`src/rtl/sync_fifo.sv`:
```
// Single-clock FIFO with occupancy count, almost-full/almost-empty flags and sticky overflow/underflow.
// Registered data_out one cycle after an accepted read; SYNC_FIFO_FWFT_EN shows the head word combinationally instead.
// Writes are dropped while full and reads are ignored while empty; each case sets a sticky error flag.
module sync_fifo #(
  parameter int FIFO_DEPTH    = 16,
  parameter int FIFO_WIDTH    = 16,
  parameter int PTR_WIDTH     = 4,
  parameter int AFULL_THRESH  = 12,
  parameter int AEMPTY_THRESH = 4
) (
  input  logic                  clk,
  input  logic                  rst_n,
  input  logic                  wr_en,
  input  logic [FIFO_WIDTH-1:0] data_in,
  input  logic                  rd_en,
  input  logic                  clr_err,
  output logic [FIFO_WIDTH-1:0] data_out,
  output logic                  fifo_full,
  output logic                  fifo_empty,
  output logic                  almost_full,
  output logic                  almost_empty,
  output logic [PTR_WIDTH:0]    fifo_count,
  output logic                  overflow,
  output logic                  underflow
);

  localparam logic [PTR_WIDTH:0] AFULL_LVL  = (PTR_WIDTH+1)'(AFULL_THRESH);
  localparam logic [PTR_WIDTH:0] AEMPTY_LVL = (PTR_WIDTH+1)'(AEMPTY_THRESH);

  logic [FIFO_WIDTH-1:0] mem [FIFO_DEPTH];
  logic [PTR_WIDTH:0]    b_wptr;
  logic [PTR_WIDTH:0]    b_rptr;
  logic                  wr_acc;
  logic                  rd_acc;

  // Full/empty come from the registered pointers only, so a same-cycle read never frees room for a write.
  assign fifo_empty   = (b_wptr == b_rptr);
  assign fifo_full    = (b_wptr[PTR_WIDTH] != b_rptr[PTR_WIDTH]) &&
                        (b_wptr[PTR_WIDTH-1:0] == b_rptr[PTR_WIDTH-1:0]);
  assign fifo_count   = b_wptr - b_rptr;
  assign almost_full  = (fifo_count >= AFULL_LVL);
  assign almost_empty = (fifo_count <= AEMPTY_LVL);

  assign wr_acc = wr_en && !fifo_full;
  assign rd_acc = rd_en && !fifo_empty;

  // Storage carries no reset; every location is written before it can be read.
  always_ff @(posedge clk) begin
    if (wr_acc) begin
      mem[b_wptr[PTR_WIDTH-1:0]] <= data_in;
    end
  end

  always_ff @(posedge clk or negedge rst_n) begin
    if (!rst_n) begin
      b_wptr    <= '0;
      b_rptr    <= '0;
      overflow  <= 1'b0;
      underflow <= 1'b0;
    end else begin
      if (wr_acc) b_wptr <= b_wptr + 1'b1;
      if (rd_acc) b_rptr <= b_rptr + 1'b1;
      // A new error event takes priority over a clear in the same cycle.
      if (wr_en && fifo_full) overflow <= 1'b1;
      else if (clr_err)       overflow <= 1'b0;
      if (rd_en && fifo_empty) underflow <= 1'b1;
      else if (clr_err)        underflow <= 1'b0;
    end
  end

`ifdef SYNC_FIFO_FWFT_EN
  assign data_out = fifo_empty ? '0 : mem[b_rptr[PTR_WIDTH-1:0]];
`else
  always_ff @(posedge clk or negedge rst_n) begin
    if (!rst_n) begin
      data_out <= '0;
    end else if (rd_acc) begin
      data_out <= mem[b_rptr[PTR_WIDTH-1:0]];
    end
  end
`endif

endmodule

```
`config.mk`:
```
export PLATFORM = sky130hd
export DESIGN_NAME = sync_fifo
export DESIGN_NICKNAME = d
export VERILOG_FILES = /design/src/rtl/sync_fifo.sv
export SDC_FILE = /design/constraint.sdc
export NUM_CORES = 1
export LEC_CHECK = 0
export ABC_AREA = 1
export CAP_MARGIN = 25
export CORE_MARGIN = 3
export CORE_UTILIZATION = 55
export DETAILED_ROUTE_END_ITERATION = 7
export PLACE_DENSITY = 0.7
export SYNTH_ARGS = -nofsm -noshare
export SYNTH_HDL_FRONTEND = slang
export SYNTH_SLANG_ARGS = --single-unit
```
`constraint.sdc`:
```
create_clock -name clk -period 7.9 [get_ports clk]
set_input_delay 1.58 -clock clk [delete_from_list [all_inputs] [get_ports clk]]
set_output_delay 1.58 -clock clk [all_outputs]
set_load 0.005 [all_outputs]
```
# --- Yosys cells after proc, flatten, opt, wreduce, memory -nomap -nowiden ---
# Memories as Yosys holds them, arrays and structs flattened. A register that Yosys moved wholly into a read port is not among the register bits.
# Index checks and enable logic that the tools add are counted.
word_totals:
  ff_bits: 12
  latch_bits: 0
  ramBits: 256
  mem_bits_ro: 0
  inputBits: 21
  out_inout_bits: 27
  word_cells: 28
  memories: 1
mem_list:
  columns: ["name", "words", "word_bits", "rd", "rd_clocked_by_memory_dff", "wr", "line", "text"]
  rows:
  - ["mem", 16, 16, 1, 1, 1, "30", "logic [FIFO_WIDTH-1:0] mem [FIFO_DEPTH];"]
op_classes:
  n_addsub: 3
  multipliers: 0
  n_div: 0
  order_cmp: 2
  eq_ne: 3
  shifts: 0
  mux: 5
  n_bitwise: 0
  n_reduce_logical: 10
ops:
  columns: ["operator", "count"]
  rows:
  - ["adder 5 x 1 -> 5 bit, second input constant", 2]
  - ["equality test 5 bit", 1]
  - [">= comparator 5 x 4 -> 1 bit, second input constant", 1]
  - ["<= comparator 5 x 3 -> 1 bit, second input constant", 1]
  - ["logical AND 1 bit", 5]
  - ["two-way mux 1 bit", 5]
  - ["subtractor 5 bit", 1]
  - ["equality test 4 bit", 1]
  - ["nonzero test 2 bit", 2]
  - ["zero test 1 bit", 3]
  - ["!= test 1 bit", 1]

# --- Depth between registers and ports, before layout ---
# Gate-level depths: netlist of run 1.
depth:
  depth_word: 6
  depth_mapped: 13
  depth_no_buf: 11

# --- Least setup slack after synthesis of run 1 ---
# No wires, ideal clock.
synth_path:
  kind: "register to output"
  from: "register b_rptr[2]"
  to: "output port almost_empty"
  arrival_ns: 1.767
  required_ns: 6.320
  slack_ns: 4.553
  path_stages_with_launch: 10
  path_buffers: 2
  cell_sequence: "dfrtp_1 > buf_2 > buf_1 > inv_1 > ha_1 > nand2_1 > o21ai_0 > xor2_1 > nand2_1 > nor2_1"
synth_between:
  elab_chain_len: 2
synth_lines:
  columns: ["element", "line", "text"]
  rows:
  - ["start: declaration", "32", "logic [PTR_WIDTH:0] b_rptr;"]
  - ["start signal: assignment", "62", "if (rd_acc) b_rptr <= b_rptr + 1'b1;"]
  - ["subtractor 5 bit", "40", "assign fifo_count = b_wptr - b_rptr;"]
  - ["<= comparator 5 x 3 -> 1 bit", "42", "assign almost_empty = (fifo_count <= AEMPTY_LVL);"]
  - ["end: declaration", "21", "output logic almost_empty,"]
# Every way passes these cells.

# --- Worst setup path after layout of run 1 ---
layout_path:
  from: "register b_wptr[0]"
  to: "output port almost_empty"
layout_between:
  elab_chain_len: 2
layout_lines:
  columns: ["element", "line", "text"]
  rows:
  - ["start: declaration", "31", "logic [PTR_WIDTH:0] b_wptr;"]
  - ["start signal: assignment", "61", "if (wr_acc) b_wptr <= b_wptr + 1'b1;"]
  - ["subtractor 5 bit", "40", null]
  - ["<= comparator 5 x 3 -> 1 bit", "42", null]
# Every way passes these cells.

==> impl_summary.md, run 1 <==
Status
The run finished with clean final reports.

Timing
The max-slew headroom at the worst pin is 0.326. The final clock period utilization by the worst path is 0.565. On the final layout, the worst clock skew is a little over 0.008 ns. The shortest clock period the worst path allows after layout is between 4 and 5 ns. Setup violations remaining at the end of the flow were counted as 0.

The number of hold violations in the final report is 0. Summed over all failing endpoints, the final setup total negative slack is 0 ns. For the pin with the worst max-slew slack, the measured transition is a little over 1 ns. Timing would allow up to ~0.22 GHz.

The max-slew violation total from the final report was 0. Setup repair after global routing left no endpoint under its margin.

GRT
The met1 global-route usage is 0.323. The global routing usage on met2 is 0.403. The first-pass GRT wire length is ~44 mm. Entering global routing, the biggest net connects roughly 100 pins. For this run, the total global-route usage over all layers was measured as 0.239. The number of antenna violations at the first check in global routing is 1. met2 is the most crowded layer. The sum of overflow across all layers after global routing is 0. The global routing met3 resource utilization is 0.0336. The via count of the first global-routing pass was 7887.

Setup path
In this run the critical register-to-register path is captured at data_out[1]. The last element of the critical path is almost_empty. The biggest cell delay along the critical path is 0.50 ns. The worst setup path is captured at a primary output. The required time at the worst-slack endpoint is 6.32 ns. The worst-case register-to-register setup slack is between 4 and 5 ns. The kind of start point of the critical path is a register. The library cell contributing the largest single delay on the critical path is clkdlybuf4s50_1. The beginning of the worst register-to-register path is b_rptr[0]. The worst setup path is of the register to primary output kind. The largest driver fanout on the critical path is 5. Together, buffers and inverters on the worst path number 2. Grouping stages by cell kind, the critical path spends the most delay in adder cells. The length in cells of the worst reg-to-reg path is 10. The signal on the critical path passes through inv_1 -> ha_1 -> fa_1 -> o21ai_0 -> xor2_1 -> nand2_1 -> nor2_1 -> clkdlybuf4s50_1. The number of cells on the critical path is 8. The most critical setup path has its startpoint at b_wptr[0].

The worst path arrival time is 2.88 ns.

Floorplan
The top-level I/O count is between 40 and 50. The initial core utilization is 0.563. The height of the die is 156 µm. The area of the die is approximately 24000 µm². The core outline area is approximately 22000 µm².

The placement row count is 54. From left edge to right edge, the die measures around 160 µm.

Pwr
VDD sags by at most roughly 0.24 mV. The power per cell area is around 370 nW/µm². The analysis attributes to net switching a power of 0.00186 W. The total internal power is around 0.0033 W. The clock network power share is 0.263. The reported leakage power is between 5 and 6 nW. The share of total power dissipated in sequential elements is 0.373. Of the total power, the share spent switching nets is 0.361.

The share of total power dissipated in combinational logic is 0.364.

Logic synthesis
The number of distinct library cells after synthesis is 21. The number of nets in the synthesized netlist is around 1200. The top cell type by total area after synthesis is edfxtp_1. For this run, the register share of the synthesized area comes to 0.681.

Ranked by total cell area, the synthesized netlist is headed by edfxtp_1 (62%), nand2_1 (10%), nand3_1 (7.2%), inv_1 (6.5%), dfrtp_1 (5.7%). The area of the mapped netlist is about 12000 µm². The number of register bits inferred by synthesis is 284.

The count of yosys warnings during synthesis is 0. After technology mapping, the gate count stands at approximately 1200. The post-synthesis average cell area is just over 10 µm².

The share of synthesized area in the top cell type comes to 0.624.

Detailed routing
For this run, design rule violations remaining after detail routing come to 0. Summing over every cut layer, the via total after detailed routing is about 8000. Once detail routing completed, the nets flagged for antenna violations numbered 0. The number of detailed-route iterations in the first pass is 5. The average wire length per cell after detail routing is between 15 and 20 µm.

After detailed routing, the total wire length is between 20 and 30 mm. The detailed router finished its first iteration with between 600 and 700 violations. In the routed layout, each cell is associated on average with a via count of roughly 5.2.

Clock network
The clock network latency to the later pin of the worst-skew pair is around 0.54 ns. In this run, post-CTS hold repair placed 0 buffers. Once the clock tree was built, the resizer swapped 0 gates to a different size. Counting every sink on the clock net gives about 280.

CTS built an H-tree with a depth of 1. Clock-pin slew was measured on the worst setup and hold paths at 0.06 ns. No sink is reached through more buffers than the 3 on the longest clock path. The number of clock buffers added by TritonCTS is 29. TritonCTS built the clock tree. The post-CTS setup buffer count is 0. The root buffer cell chosen for the clock tree is clkbuf_16.

Place
Once detailed placement completed, the half-perimeter wirelength came to roughly 17 mm. The count of input and output buffers is 47. At the end of routability-driven placement, the weighted congestion stood at 0.856.

Layout
In the final layout, the multi-input gates occupy between 2000 and 3000 µm². After filler insertion, the fill cell instance count of the layout stands at about 1800. After the last flow step, the layout net total stands at 1276. From synthesis to final layout, the design area changed by 13.2%. The sequential cells in the finished layout cover a total of around 8400 µm². The share of post-route cells with drive strength above 1 is 0.0624. The number of antenna diodes in the final layout is 0.

At the end of the flow the core is filled with cells to 0.637.

Min path
The depth of the worst hold-timing path is 2. The worst hold-check path type is register to register.

Run
The number of maximum-capacitance violations is 0.
==> power by group through the flow <==
stage          clock network [W]  logic (W)  registers [W]
6_report                 0.00136    0.00188        0.00193
5_1_grt                  0.00144    0.00211        0.00195
4_1_cts                  0.00137    0.00188        0.00193
3_5_place_dp                   0    0.00187        0.00196
3_3_place_gp                   0    0.00185        0.00195
2_1_floorplan                  0    0.00119        0.00195
==> kinds of logic after synthesis <==
| family | after synthesis | synth area share |
|---|---|---|
| simple gates | 627 | 0.210 |
| buf+inv | 268 | 0.0865 |
| flops | 284 | 0.681 |
| fa+ha+maj | 10 | 0.0108 |
| xor+xnor | 10 | 0.00711 |
| compound gates | 12 | 0.00487 |
==> worst min-delay path by stage <==
stage / from / endpoint
6_report: data_out[6] / data_out[6]
3_3_place_gp: data_out[10] / data_out[10]
5_1_grt: data_out[6] / data_out[6]
4_1_cts: data_out[3] / data_out[3]
3_5_place_dp: data_out[3] / data_out[3]
2_1_floorplan: b_rptr[3] / b_rptr[3]
==> synth_stat cells <==
cell      number
o21ai_0        9
inv_2          3
xor2_1         8
ha_1           9
nand2_2        2
inv_1        212
clkbuf_1       8
edfxtp_1     256
nand2_1      344
xnor2_1        2
a21oi_1        3
nor2_2         1
buf_1          4
buf_2         36
nand3_1      178
clkinv_1       1
nor2_4         1
nor2_1       101
buf_4          4
fa_1           1
dfrtp_1       28
==> sequential cells by signal, summed over array words and instances (netlist names) <==
register and cells:
data_out 16, mem 256, b_rptr 5, underflow 1, b_wptr 5, overflow 1
==> metrics by stage <==
stage	std cells	power, W	hold WS, ns	setup slack (ns)	cell area [µm²]
floorplan	1211	0.00313	0.481	4.55	12300
global placement	1492	0.00380	0.492	4.08	13000
detailed placement	1492	0.00383	0.499	4.00	13000
CTS	1545	0.00519	0.512	3.43	13900
global route	1547	0.00550	0.540	3.30	14000
finish	1547	0.00517	0.512	3.44	14000
==> cells in the final DEF (no fill, tap or decap) <==
cell,instances
o21ai_0,9
dfrtp_4,1
buf_2,1
fa_1,1
clkinv_2,10
clkinvlp_4,1
clkdlybuf4s50_1,46
dfrtp_2,1
nand2_2,2
clkinv_1,5
dfrtp_1,26
nor2_1,85
nor2_4,1
a21oi_1,3
buf_4,7
clkbuf_16,29
buf_16,1
edfxtp_1,256
clkinv_4,1
inv_1,211
nand3_1,178
inv_2,3
xor2_1,8
bufinv_16,4
ha_1,9
nor2_2,17
xnor2_1,2
nand2_1,344
clkbuf_1,5
==> area by class of cell <==
cell class,count,area share
clock buffer,34,0.0534
clock inverter,19,0.0141
inverter,216,0.0582
multi-input combinational,659,0.209
sequential,284,0.602
tap,280,0.0251
timing repair buffer,55,0.0391
==> tightest hold or removal path: cells and delay by family, from the launching register on <==
| family | cells | cell delay (ns) |
|---|---|---|
| DFF | 1 | 0.34 |
| and+or+nand+nor | 2 | 0.14 |
==> metal layers <==
layer / share of wire / vias to the layer above
met2: 0.50 / 222
met1: 0.41 / 3746
li1: - / 3934
met3: 0.049 / 75
met4: 0.037 / 0
met5: 0 / -
(Power assumes the default switching activity.)
==> run 2, diff against run 1 <==
==> constraint.sdc (replaced) <==
create_clock -name clk -period 4.5 [get_ports clk]
set_input_delay 0.9 -clock clk [delete_from_list [all_inputs] [get_ports clk]]
set_output_delay 0.9 -clock clk [all_outputs]
set_load 0.005 [all_outputs]
==> run 2 against run 1 <==
  * First-iteration DRC count up 18%
  * Non-clock buffer count up 16
  * Sequential cell count unchanged
  * Largest power group unchanged
  * Die area unchanged
  * Global-route usage up 0.20 points
  * Combinational power up 75%
  * Clock power up 65%
  * Highest routed layer unchanged
==> impl_summary.md, run 2 (synthesized netlist as in run 1, its figures left out) <==
Floorplan
The initial core utilization is 0.563 (unchanged). The top-level I/O count is 48 (unchanged). The chip width is 156 µm (unchanged). The core outline area is 21900 µm² (unchanged). The area of the die is 24200 µm² (unchanged). The height of the die is 156 µm (unchanged). The placement row count is 54 (unchanged).

Place
The number of placed cells counting well taps is 1503 (was 1492). The HPWL after detailed placement came to 16.9 mm (was 17.2 mm). The routability congestion estimate from global placement is 0.829 (was 0.856). The count of input and output buffers came to 47 (unchanged). The placed standard-cell area is 13100 µm² (was 13000 µm²).

Setup path
The kind of start point of the critical path is a register (unchanged). The start-to-end type of the worst setup path is register to primary output (unchanged). The endpoint of the most critical register-to-register path is data_out[2] (was data_out[1]). The length in cells of the worst reg-to-reg path came to 9 (was 10).

The required time at the worst-slack endpoint was 3.60 ns (was 6.32 ns). The largest driver fanout on the critical path is 5 (unchanged). The beginning of the worst register-to-register path is b_rptr[0] (unchanged). The element type at the critical path end is a primary output (unchanged). The worst-case register-to-register setup slack is 1.37 ns (was 4.64 ns). The worst path arrival time was 2.87 ns (was 2.88 ns).

Timing
The largest clock skew in the final design is 0.0133 ns (was 0.00827 ns). The max-slew headroom at the worst pin was 0.291 (was 0.326). Setup repair after global routing missed its margin: false (unchanged). The max-slew violation total from the final report is 0 (unchanged).

The total of endpoints with negative setup slack in the final report is 0 (unchanged). The slew at the pin closest to its max-slew limit is 1.06 ns (was 1.01 ns). The smallest hold slack is 0.454 ns (was 0.512 ns). The worst path in the final design needs a cycle of about 3.8 ns, including I/O delays and setup. The number of hold violations in the final report was 0 (unchanged). The total negative slack is 0 ns (unchanged). Derived from the worst setup path, the maximum achievable clock frequency is 0.265 GHz. In the finished design, the share of the clock period the worst path needs comes to 0.837.

Clock network
The post-CTS setup buffer count came to 0 (unchanged). The TritonCTS clock tree is built (unchanged). The clock network latency to the later pin of the worst-skew pair was 0.54 ns (about the same). The number of clock buffers inserted by TritonCTS is 29 (unchanged). The number of instances resized during post-cts repair came to 0 (unchanged). The clock net sink count came to 284 (unchanged). The clock tree root driver cell was clkbuf_16 (unchanged).

The H-tree depth is 1 (unchanged). The clock-pin slew on the worst setup and hold paths is 0.06 ns (about the same). The quantity of hold-fixing buffers added after cts was 0 (unchanged).

The maximum buffer depth of the clock tree was 3 (unchanged).

Detailed routing
The starting DRC count in detailed routing came to 717 (was 607). The total number of vias is 8245 (was 7977). The average wire length per cell after detail routing is 18.3 µm (was 18.0 µm). The remaining antenna violation count is 0 (unchanged). The remaining routing DRC violations was 0 (unchanged).

The number of detailed-route iterations in the first pass is 6 (was 5). The final wirelength came to 28.7 mm (was 27.8 mm). The detail-routed via count per cell is 5.28 (was 5.16).

GRT
The number of antenna violations at the first check in global routing is 0 (was 1). The pin count of the biggest net entering global routing is 68 (was 104). The total global routing track utilization is 0.241 (was 0.239). The first-pass GRT wire length was 44.8 mm (was 44.4 mm). The sum of overflow across all layers after global routing is 0 (unchanged). The via count of the first global-routing pass was 8122 (was 7887).

Pwr
The switching fraction of total power came to 0.360 (was 0.361). The switching power of the nets was 0.00322 W (was 0.00186 W). The combinational group share of total power is 0.367 (was 0.364). The total internal power is 0.00572 W (was 0.00330 W). The power per cell area is 637 nW/µm² (was 370 nW/µm²). The sequential cell fraction of total power is 0.381 (was 0.373). The clock network power share is 0.252 (was 0.263).

The reported leakage power was 6.00 nW (was 5.95 nW). The worst-case vdd ir drop was 0.350 mV (was 0.242 mV).

Run
The number of maximum-capacitance violations is 0 (unchanged).

Status
Result of the run: finished, final reports clean (unchanged).

Layout
The number of flip-flops in the largest register is 256 (unchanged). Most frequent cells in the layout: nand2_1 (344), edfxtp_1 (256), inv_1 (211), nand3_1 (178), nor2_1 (85) (unchanged). The share of post-route cells with drive strength above 1 came to 0.0679 (was 0.0624). The final net count was 1292 (was 1276).

The final instance area is 14000 µm² (about the same). The most common cell after layout, fill and taps aside is nand2_1 (unchanged). The signed area change from the synthesized netlist to the final layout is 14.0% (was 13.2%). The count of non-filler cells in the finished layout is 1562 (was 1547). The antenna diode count is 0 (unchanged).

Min path
The worst hold-check path type is primary input to async pin (was register to register).
## run 2: final cells by class
| type | count | area [µm²] |
|---|---|---|
| flip-flops and latches | 284 | 8390 |
| fillers | 1698 | 7840 |
| repair buffers | 71 | 698 |
| multi-input cells | 659 | 2910 |
| well taps | 280 | 350 |
| inverters | 216 | 812 |
| clock inverters | 4 | 45.0 |
| clock buffers | 48 | 838 |
## run 2: metal layers
metal,vias to the layer above,GRT usage,share of wire
met1,3939,0.337,0.43
met5,-,0,0
met4,0,0.0863,0.032
met3,65,0.0411,0.070
met2,280,0.387,0.47
li1,3961,-,-
## run 2: critical path, cell delays in order, from the launching register on
cell and delay [ns]:
dfrtp_1 0.42, inv_1 0.11, ha_1 0.23, fa_1 0.41
o21ai_0 0.22, xor2_1 0.25, nand2_1 0.09, nor2_1 0.09
clkdlybuf4s50_1 0.50
## run 2: worst max path at each step
stage,from,end,cells after the start
floorplan,b_rptr[2],mem[15][0],11
global placement,wr_en,mem[9][13],5
detailed placement,b_wptr[0],almost_empty,8
CTS,b_wptr[0],almost_empty,8
global route,b_wptr[0],almost_empty,8
finish,b_wptr[0],almost_empty,8
## run 2: power groups by stage
stage	Sequential, W	Clock (W)	Combinational, W
floorplan	0.00341	0	0.00208
global placement	0.00345	0	0.00320
detailed placement	0.00347	0	0.00325
CTS	0.00341	0.00228	0.00327
global route	0.00344	0.00240	0.00368
finish	0.00341	0.00225	0.00329
## run 2: per-stage QoR
step,worst slack (ns),util,total power [W]
floorplan,1.69,-,0.00550
global placement,1.32,0.596,0.00665
detailed placement,1.30,0.597,0.00671
CTS,0.730,0.637,0.00896
global route,0.573,0.642,0.00952
finish,0.732,0.642,0.00895
